**src/rtl/arb_grant_hold_pkg.sv**
```systemverilog
// rtl/arb_grant_hold_pkg.sv - shared state encoding and widths for the arbiter family
package arb_grant_hold_pkg;

  typedef enum logic {
    IDLE = 1'b0,
    BUSY = 1'b1
  } state_t;

  localparam int W_REQ_DEF = 4;
  localparam int W_ID_DEF  = 2;

endpackage

```
**src/rtl/arb_grant_hold_onehot_to_bin.sv**
```systemverilog
// rtl/arb_grant_hold_onehot_to_bin.sv - one-hot to binary index encoder, zero in gives zero out
module onehot_to_bin
  import arb_grant_hold_pkg::*;
#(
  parameter int W_REQ = W_REQ_DEF,
  parameter int W_ID  = W_ID_DEF
) (
  input  logic [W_REQ-1:0] onehot,
  output logic [W_ID-1:0]  bin
);

  // OR of the indices of set bits; exact for one-hot input, 0 for zero input
  always_comb begin
    bin = '0;
    for (int i = 0; i < W_REQ; i++) begin
      if (onehot[i]) bin = bin | W_ID'(i);
    end
  end

endmodule

```
**src/rtl/arb_grant_hold.sv**
```systemverilog
// rtl/arb_grant_hold.sv - registers the selector's candidate as bus grant and bounds tenure
module arb_grant_hold
  import arb_grant_hold_pkg::*;
#(
  parameter int W_REQ    = W_REQ_DEF,
  parameter int MAX_HOLD = 16,
  parameter int W_ID     = W_ID_DEF
) (
  input  logic             clk,
  input  logic             rst,
  input  logic [W_REQ-1:0] req,
  input  logic [W_REQ-1:0] cand,
  input  logic             xfer_done,
  input  logic             lock,
  output logic             canchange,
  output logic [W_REQ-1:0] gnt,
  output logic             gnt_valid,
  output logic [W_ID-1:0]  gnt_id
);

  localparam int HW = $clog2(MAX_HOLD) + 1;
  localparam logic [HW-1:0] HOLD_MAX = HW'(MAX_HOLD - 1);

  state_t          state;
  logic [HW-1:0]   hold_cnt;
  logic [W_ID-1:0] cand_id;
  logic            cand_ok;
  logic            owner_req;

  onehot_to_bin #(
    .W_REQ (W_REQ),
    .W_ID  (W_ID)
  ) u_cand_enc (
    .onehot (cand),
    .bin    (cand_id)
  );

  assign cand_ok   = (cand != '0) && ((cand & req) == cand) &&
                     ((cand & (cand - 1'b1)) == '0);
  assign owner_req = (req & gnt) != '0;

  // Depends only on state and hold_cnt so the selector loop stays acyclic
  assign canchange = (state == IDLE) || (hold_cnt == HOLD_MAX);

  always_ff @(posedge clk or posedge rst) begin
    if (rst) begin
      state     <= IDLE;
      gnt       <= '0;
      gnt_valid <= 1'b0;
      gnt_id    <= '0;
      hold_cnt  <= '0;
    end else begin
      case (state)
        IDLE: begin
          if (cand_ok) begin
            state     <= BUSY;
            gnt       <= cand;
            gnt_valid <= 1'b1;
            gnt_id    <= cand_id;
            hold_cnt  <= '0;
          end
        end
        BUSY: begin
          if (!owner_req) begin
            state     <= IDLE;
            gnt       <= '0;
            gnt_valid <= 1'b0;
            gnt_id    <= '0;
            hold_cnt  <= '0;
          end else if (xfer_done) begin
            if (lock && (hold_cnt < HOLD_MAX)) begin
              hold_cnt <= hold_cnt + 1'b1;
            end else if (cand_ok && (cand != gnt)) begin
              gnt      <= cand;
              gnt_id   <= cand_id;
              hold_cnt <= '0;
            end else if (cand_ok) begin
              if (hold_cnt != HOLD_MAX) hold_cnt <= hold_cnt + 1'b1;
            end else begin
              state     <= IDLE;
              gnt       <= '0;
              gnt_valid <= 1'b0;
              gnt_id    <= '0;
              hold_cnt  <= '0;
            end
          end
        end
        default: state <= IDLE;
      endcase
    end
  end

endmodule

```
**config.mk**
```make
export PLATFORM = sky130hd
export DESIGN_NAME = arb_grant_hold
export DESIGN_NICKNAME = d
export VERILOG_FILES = /design/src/rtl/arb_grant_hold_pkg.sv /design/src/rtl/arb_grant_hold_onehot_to_bin.sv /design/src/rtl/arb_grant_hold.sv
export SDC_FILE = /design/constraint.sdc
export NUM_CORES = 1
export LEC_CHECK = 0
export CAP_MARGIN = 15
export CORE_MARGIN = 2
export CORE_UTILIZATION = 24
export CTS_CLUSTER_SIZE = 20
export DETAILED_ROUTE_END_ITERATION = 8
export PLACE_DENSITY = 0.42
export SYNTH_ARGS = -nofsm -noshare
export SYNTH_HDL_FRONTEND = slang
export SYNTH_HIERARCHICAL = 1
export SYNTH_SLANG_ARGS = --single-unit
```
**constraint.sdc**
```tcl
create_clock -name clk -period 5.1 [get_ports clk]
set_clock_uncertainty 0.15 [all_clocks]
set_input_delay 0.51 -clock clk [delete_from_list [all_inputs] [get_ports clk]]
set_output_delay 0.51 -clock clk [all_outputs]
set_load 0.005 [all_outputs]
```
==> results of run 1 <==
## worst min-delay path by stage
stage / startpoint / to
after floorplan: rst / gnt[0]$_DFFE_PP0P_
after global placement: hold_cnt[4]$_DFFE_PP0P_ / hold_cnt[4]$_DFFE_PP0P_
after detailed placement: gnt_id[0]$_DFFE_PP0P_ / gnt_id[0]$_DFFE_PP0P_
after CTS: hold_cnt[4]$_DFFE_PP0P_ / hold_cnt[4]$_DFFE_PP0P_
after global routing: hold_cnt[4]$_DFFE_PP0P_ / hold_cnt[4]$_DFFE_PP0P_
final: hold_cnt[4]$_DFFE_PP0P_ / hold_cnt[4]$_DFFE_PP0P_
## where the power goes
group	internal [mW]	switching (mW)	total [mW]
logic	0.0646	0.0455	0.110
registers	0.122	0.0198	0.142
clock network	0.0291	0.0384	0.0675
total	0.216	0.104	0.319
## metal layers
metal	share of wire (%)	vias up
met3	5.7	5
met2	44	22
met1	48	357
met5	0	-
li1	-	369
met4	2.1	0
## cell type report
cell class,instances,area [µm²],area share (%)
timing repair buffer,19,190,16.9
clock buffer,3,22.5,2.00
clock inverter,1,5.00,0.443
inverter,8,30.0,2.66
tap,46,57.6,5.10
multi-input combinational,65,498,44.1
sequential,13,325,28.8
## cells by family after synthesis
logic type / after synthesis
DFF: 13
AOI/OAI and AO/OA: 31
muxes: 2
xor gates and xnor gates: 5
buffers and inverters: 9
adders and majority gates: 2
and+or+nand+nor: 25
## critical path, delay by kind of cell
kind            cells  cell delay (ns)
mux                 1             0.33
compound gates      3             0.64
buf+inv             2             0.65
simple gates        1             0.57
## metrics by stage
| step | setup WS, ns | std cells | cell area (µm²) | power (mW) |
|---|---|---|---|---|
| global route | 2.32 | 155 | 1130 | 0.341 |
| floorplan | 2.85 | 87 | 857 | 0.196 |
| detailed placement | 2.13 | 151 | 1100 | 0.255 |
| CTS | 2.43 | 155 | 1130 | 0.324 |
| finish | 2.43 | 155 | 1130 | 0.319 |
| global placement | 2.16 | 151 | 1100 | 0.257 |
## registers in the layout (all words and copies together) (netlist names)
register and flops:
hold_cnt 5, gnt 4, gnt_id 2, gnt_valid 1
state 1
## cell usage in the layout (no fill, tap or decap), drive strengths merged, types with 3 or more instances in the layout
cell type      netlist  layout
clkdlybuf4s50        0      19
dfrtp               13      13
inv                  8       8
a21oi                8       8
nand2                6       6
a22o                 6       6
o21ai                6       6
nand4                4       4
xnor2                4       4
nand2b               3       3
clkbuf               1       3
==> reports/results.tsv, run 1 <==
stage	metric	value	unit
outcome	status	completed	
global_route	largest net degree at the start of global routing	14	
critical_path	critical path's slowest cell	clkdlybuf4s50_1	
sta	setup_tns	0	ns
yosys	ys async rst share	100	%
global_route	met3 global-route usage	3.35	%
clocking	worst-skew pair later-pin latency	0.28	ns
routing	Via density	4.86	
clocking	Setup Fix Bufs, Post-CTS	0	
yosys	most area-hungry cell type in the Yosys netlist	dfrtp_1	
clocking	Post-CTS Resized	0	
worst_hold_path	hold path cells	1	
yosys	Post-Synth XOR/XNOR Area	5.11	%
yosys	Syn Inst Count	87	
die	Die X	63.8	µm
critical_path	worst setup path start	cand[3]	
routing	DR WL/cell	13.6	µm
critical_path	endpoint of the worst register-to-register path	hold_cnt[1]$_DFFE_PP0P_	
worst_hold_path	class of the worst hold path	reg -> reg	
power_and_ir_drop	IR drop worst, VDD	0.141	mV
global_route	layer with the highest usage	met2	
yosys	post-synthesis simple-gate area fraction	16.4	%
yosys	post-synthesis mux area share	3.50	%
global_route	vias in the first global route	763	
critical_path	Crit path required time	5.13	ns
die	IO Count	20	
sta	endpoints failing setup	0	
clocking	maximum root-to-sink buffer count	2	
critical_path	crit-path cells	clkdlybuf4s50_1 > inv_2 > or4_4 > a21oi_4 > o22ai_1 > a41oi_4 > mux2_4	
sta	Final period util	52.4	%
power_and_ir_drop	pwr/cell area	283	nW/µm²
critical_path	critical path class	in -> reg	
cells_and_area	share of cells above drive strength 1	12.8	%
yosys	top cells by area, synth	dfrtp_1 38%, a22o_1 6.1%, a21oi_1 4.1%	
place	DP HPWL	1.63	mm
yosys	largest family of logic cells by synthesized area	compound AO/OA/AOI/OAI gates	
routing	via count	753	
yosys	Post-synth top flop	dfrtp_1	
yosys	post-synthesis adder-cell area fraction	2.92	%
sta	setup repair after global routing missed its margin	false	
yosys	Post-synth EDFFs	0	
sta	Fmax achieved	374	MHz
place	GPL Wtd Cong	0.782	
cells_and_area	Area Growth Syn to Fin	31.7	%
clocking	htree depth	1	
die	Die Y	63.8	µm
critical_path	reg2reg setup slack	3.10	ns
routing	first drt pass iteration count	4	
critical_path	CP Capture Point	hold_cnt[1]$_DFFE_PP0P_	
yosys	sequential fraction of the synthesis area	38.0	%
yosys	Unique masters post-synth	33	
global_route	initial antenna violation count	0	
global_route	grt met1 use	14.7	%
sta	crit path time final	2.67	ns
yosys	Synth Register Bits	13	
die	Cell Rows	21	
yosys	Syn Area/Cell	9.85	µm²
critical_path	Setup crit start kind	primary input	
critical_path	reg-to-reg startpoint	gnt[0]$_DFFE_PP0P_	
global_route	GR Overflow Total	0	
critical_path	worst path arrival time	2.70	ns
cells_and_area	utilization after layout	33.3	%
sta	final hold violations	0	
yosys	top cells by count, synth	13 x dfrtp_1, 7 x a21oi_1, 7 x inv_1, 6 x a22o_1, 6 x nand2_1	
sta	Min Hold Slack	0.368	ns
flow_run	max-cap violations	0	
yosys	Syn Nets	101	
clocking	clock root buffer master	clkbuf_4	
cells_and_area	final-layout fill cell count	380	
critical_path	Worst R2R Path Depth	5	
die	Die ar.	4070	µm²
global_route	GRT Resource Usage Total	11.6	%
sta	Slew Viols, Final	0	
clocking	clk sinks	13	
sta	Slew HR	64.3	%
sta	Worst-Margin Slew	0.535	ns
yosys	most frequent cell after synthesis	dfrtp_1	
clocking	CTS tree	built	
routing	antenna viol nets, final	0	
die	Initial Util	25.3	%
critical_path	CP Capture Type	register	
critical_path	crit path max fanout	6	
die	core area	3390	µm²
routing	wirelength, routed	2.10	mm
global_route	first-pass GRT wire length	3.59	mm
clocking	cts-stage hold buffer count	0	
global_route	M2 GR Usage	18.0	%
routing	Iteration-0 DRC Markers	40	
cells_and_area	diode count	0	
power_and_ir_drop	P_leak	0.431	nW
clocking	total CTS buffers	3	
yosys	Synth top area share	38.0	%
routing	drc violations	0	
yosys	Cell Area, Synth	857	µm²
cells_and_area	NumNets Final	124	
place	port buffer count	19	
clocking	clk slew on worst S/H paths	0.09	ns
yosys	yosys warns	6	
yosys	area fraction in compound gates after synthesis	30.2	%
critical_path	crit-path max cell delay	0.58	ns
Power figures use the tool's default switching activity.
==> run 2, diff against run 1 <==
--- a/config.mk
+++ b/config.mk
@@ -10,7 +10,7 @@
 export CORE_UTILIZATION = 24
 export CTS_CLUSTER_SIZE = 20
 export DETAILED_ROUTE_END_ITERATION = 8
-export PLACE_DENSITY = 0.42
+export PLACE_DENSITY = 0.44
 export SYNTH_ARGS = -nofsm -noshare
 export SYNTH_HDL_FRONTEND = slang
 export SYNTH_HIERARCHICAL = 1
==> constraint.sdc (replaced) <==
create_clock -name clk -period 2.4 [get_ports clk]
set_clock_uncertainty 0.15 [all_clocks]
set_input_delay 0.24 -clock clk [delete_from_list [all_inputs] [get_ports clk]]
set_output_delay 0.24 -clock clk [all_outputs]
set_load 0.005 [all_outputs]
==> reports/results.tsv, run 2 (synthesized netlist as in run 1, its figures left out) <==
stage	metric	value	unit	change
routing	via count	789		+4.8%
critical_path	critical path's slowest cell	clkdlybuf4s50_1		
critical_path	critical path class	reg -> out		
cells_and_area	Register Area	325	µm²	unchanged
cells_and_area	NumNets Final	135		+8.9%
routing	first drt pass iteration count	4		unchanged
routing	wirelength, routed	2.19	mm	+4.3%
cells_and_area	most frequent cells in the layout	19 x clkdlybuf4s50_1, 13 x dfrtp_1, 11 x buf_4, 7 x inv_1, 7 x a21oi_1		
sta	Final period util	95.4	%	
place	port buffer count	19		unchanged
clocking	maximum root-to-sink buffer count	2		unchanged
power_and_ir_drop	Switching Fraction	32.2	%	-0.23 points
critical_path	CP Capture Type	primary output		
cells_and_area	diode count	0		unchanged
critical_path	crit path max fanout	5		-1
cells_and_area	most common cell after layout, fill and taps aside	clkdlybuf4s50_1		
die	Die Y	63.8	µm	unchanged
global_route	initial antenna violation count	0		unchanged
cells_and_area	Final Cell Area	1230	µm²	+8.6%
sta	crit path time final	2.29	ns	
cells_and_area	share of cells above drive strength 1	22.5	%	+9.7 points
cells_and_area	max reg flops	5		unchanged
sta	Fmax achieved	437	MHz	
cells_and_area	Top Registers	hold_cnt: 5 flops, gnt: 4 flops, gnt_id: 2 flops		
global_route	first-pass GRT wire length	3.93	mm	+9.4%
critical_path	crit-path cells	ha_2 > and3_1 > ha_4 > inv_1 > nand2_1 > clkdlybuf4s50_1		
critical_path	crit-path max cell delay	0.50	ns	-0.08 ns
routing	antenna viol nets, final	0		unchanged
cells_and_area	final-layout fill cell count	353		-7.1%
flow_run	max-cap violations	0		unchanged
place	GPL Wtd Cong	0.804		+2.7%
power_and_ir_drop	Comb pwr share	36.6	%	+2.1 points
cells_and_area	Area Growth Syn to Fin	43.1	%	
power_and_ir_drop	IR drop worst, VDD	0.219	mV	+55%
clocking	htree depth	1		unchanged
die	IO Count	20		unchanged
routing	Iteration-0 DRC Markers	15		-63%
sta	final hold violations	0		unchanged
routing	Via density	4.75		-2.2%
cells_and_area	Largest Register	hold_cnt		
power_and_ir_drop	pwr/cell area	575	nW/µm²	+100%
power_and_ir_drop	P_leak	0.483	nW	+12%
die	Die X	63.8	µm	unchanged
global_route	largest net degree at the start of global routing	14		unchanged
cells_and_area	area of the multi-input gates	513	µm²	+3.0%
sta	setup repair after global routing missed its margin	false		
die	Initial Util	25.3	%	unchanged
power_and_ir_drop	sequential power share	42.6	%	-1.8 points
die	Cell Rows	21		unchanged
power_and_ir_drop	Clock power frac	20.8	%	-0.3 points
worst_hold_path	class of the worst hold path	in -> async		
power_and_ir_drop	total net switching power	0.227	mW	+120%
clocking	clk slew on worst S/H paths	0.09	ns	about the same
sta	Min Hold Slack	0.143	ns	-0.225 ns
critical_path	Setup crit start kind	register		
clocking	total CTS buffers	3		unchanged
die	core area	3390	µm²	unchanged
global_route	vias in the first global route	849		+11%
clocking	clk sinks	13		unchanged
sta	Slew Viols, Final	0		unchanged
clocking	cts-stage hold buffer count	0		unchanged
outcome	status	completed		
critical_path	Crit path required time	2.01	ns	-3.12 ns
critical_path	Top delay family on crit path	buffers and inverters		
global_route	GRT Resource Usage Total	12.5	%	+0.95 points
power_and_ir_drop	Int Pwr	0.478	mW	+120%
place	DP HPWL	1.74	mm	+6.4%
sta	endpoints failing setup	0		unchanged
critical_path	worst path arrival time	1.90	ns	-0.80 ns
critical_path	WP buf/inv	2		unchanged
place	DP Area	1180	µm²	+6.8%
global_route	GR Overflow Total	0		unchanged
routing	drc violations	0		unchanged
routing	DR WL/cell	13.2	µm	-2.6%
clocking	worst-skew pair later-pin latency	0.29	ns	about the same
sta	Worst-Margin Slew	0.560	ns	+0.0251 ns
clocking	CTS tree	built		
clocking	clock root buffer master	clkbuf_4		
sta	Slew HR	62.6	%	-1.7 points
die	Die ar.	4070	µm²	unchanged
[run 2: changes by cell type in the layout (fill, tap and decap cells not counted)]
cell / delta
ha_4: +1
ha_2: +1
ha_1: -2
buf_4: +11
[run 2: repair_timing]
item | CTS | global route
setup endpoints to repair | 0 | 1
buffers inserted | 0 | 1
gates resized for setup | 0 | 3
hold endpoints to repair | 0 | 0
[run 2: worst paths after layout]
path	startpoint	to	slack, ns	cells after the start
hold reg to reg	hold_cnt[4]$_DFFE_PP0P_	hold_cnt[4]$_DFFE_PP0P_	0.37	1
setup / recovery	hold_cnt[0]$_DFFE_PP0P_	canchange	0.11	6
max in group asynchronous	rst	hold_cnt[0]$_DFFE_PP0P_	1.59	2
setup reg to reg	gnt[0]$_DFFE_PP0P_	hold_cnt[1]$_DFFE_PP0P_	0.39	5
hold / removal	rst	hold_cnt[1]$_DFFE_PP0P_	0.14	2
min in group clk	hold_cnt[4]$_DFFE_PP0P_	hold_cnt[4]$_DFFE_PP0P_	0.37	1
[run 2: power groups by stage]
| stage | sequential [mW] | clock [mW] | combinational (mW) |
|---|---|---|---|
| CTS | 0.301 | 0.152 | 0.255 |
| global placement | 0.305 | 0 | 0.253 |
| floorplan | 0.298 | 0 | 0.118 |
| global route | 0.310 | 0.168 | 0.284 |
| detailed placement | 0.304 | 0 | 0.253 |
| finish | 0.301 | 0.147 | 0.258 |
[run 2: area by class of cell]
cell class,count,area share (%)
Inverter,8,2.45
Multi-Input combinational cell,65,41.8
Clock inverter,1,0.408
Sequential cell,13,26.5
Tap cell,46,4.69
Timing Repair Buffer,30,22.2
Clock buffer,3,1.84
[run 2: through the flow]
step                TNS, ns  util (%)  setup WS, ns  total power, mW  instances
floorplan                 0         -         0.419            0.416         87
global placement     -0.873      34.7        -0.103            0.558        161
detailed placement    -1.05      34.7        -0.125            0.558        161
CTS                       0      35.5       0.00176            0.708        165
global route              0      36.2       0.00124            0.762        166
finish                    0      36.2         0.110            0.706        166
[run 2: per-layer routing]
layer | vias up | GRT usage [%] | share of wire [%]
met5 | - | 0 | 0
met4 | 0 | 5.71 | 2.0
met3 | 5 | 3.17 | 4.5
met2 | 21 | 20.0 | 46
met1 | 373 | 15.9 | 47
li1 | 390 | - | -
==> run 3, diff against run 2 <==
--- a/config.mk
+++ b/config.mk
@@ -11,6 +11,7 @@
 export CTS_CLUSTER_SIZE = 20
 export DETAILED_ROUTE_END_ITERATION = 8
 export PLACE_DENSITY = 0.44
+export SKIP_CTS_REPAIR_TIMING = 1
 export SYNTH_ARGS = -nofsm -noshare
 export SYNTH_HDL_FRONTEND = slang
 export SYNTH_HIERARCHICAL = 1
==> results of run 3 <==
Final layout, timing and power as in run 2 (identical DEF).
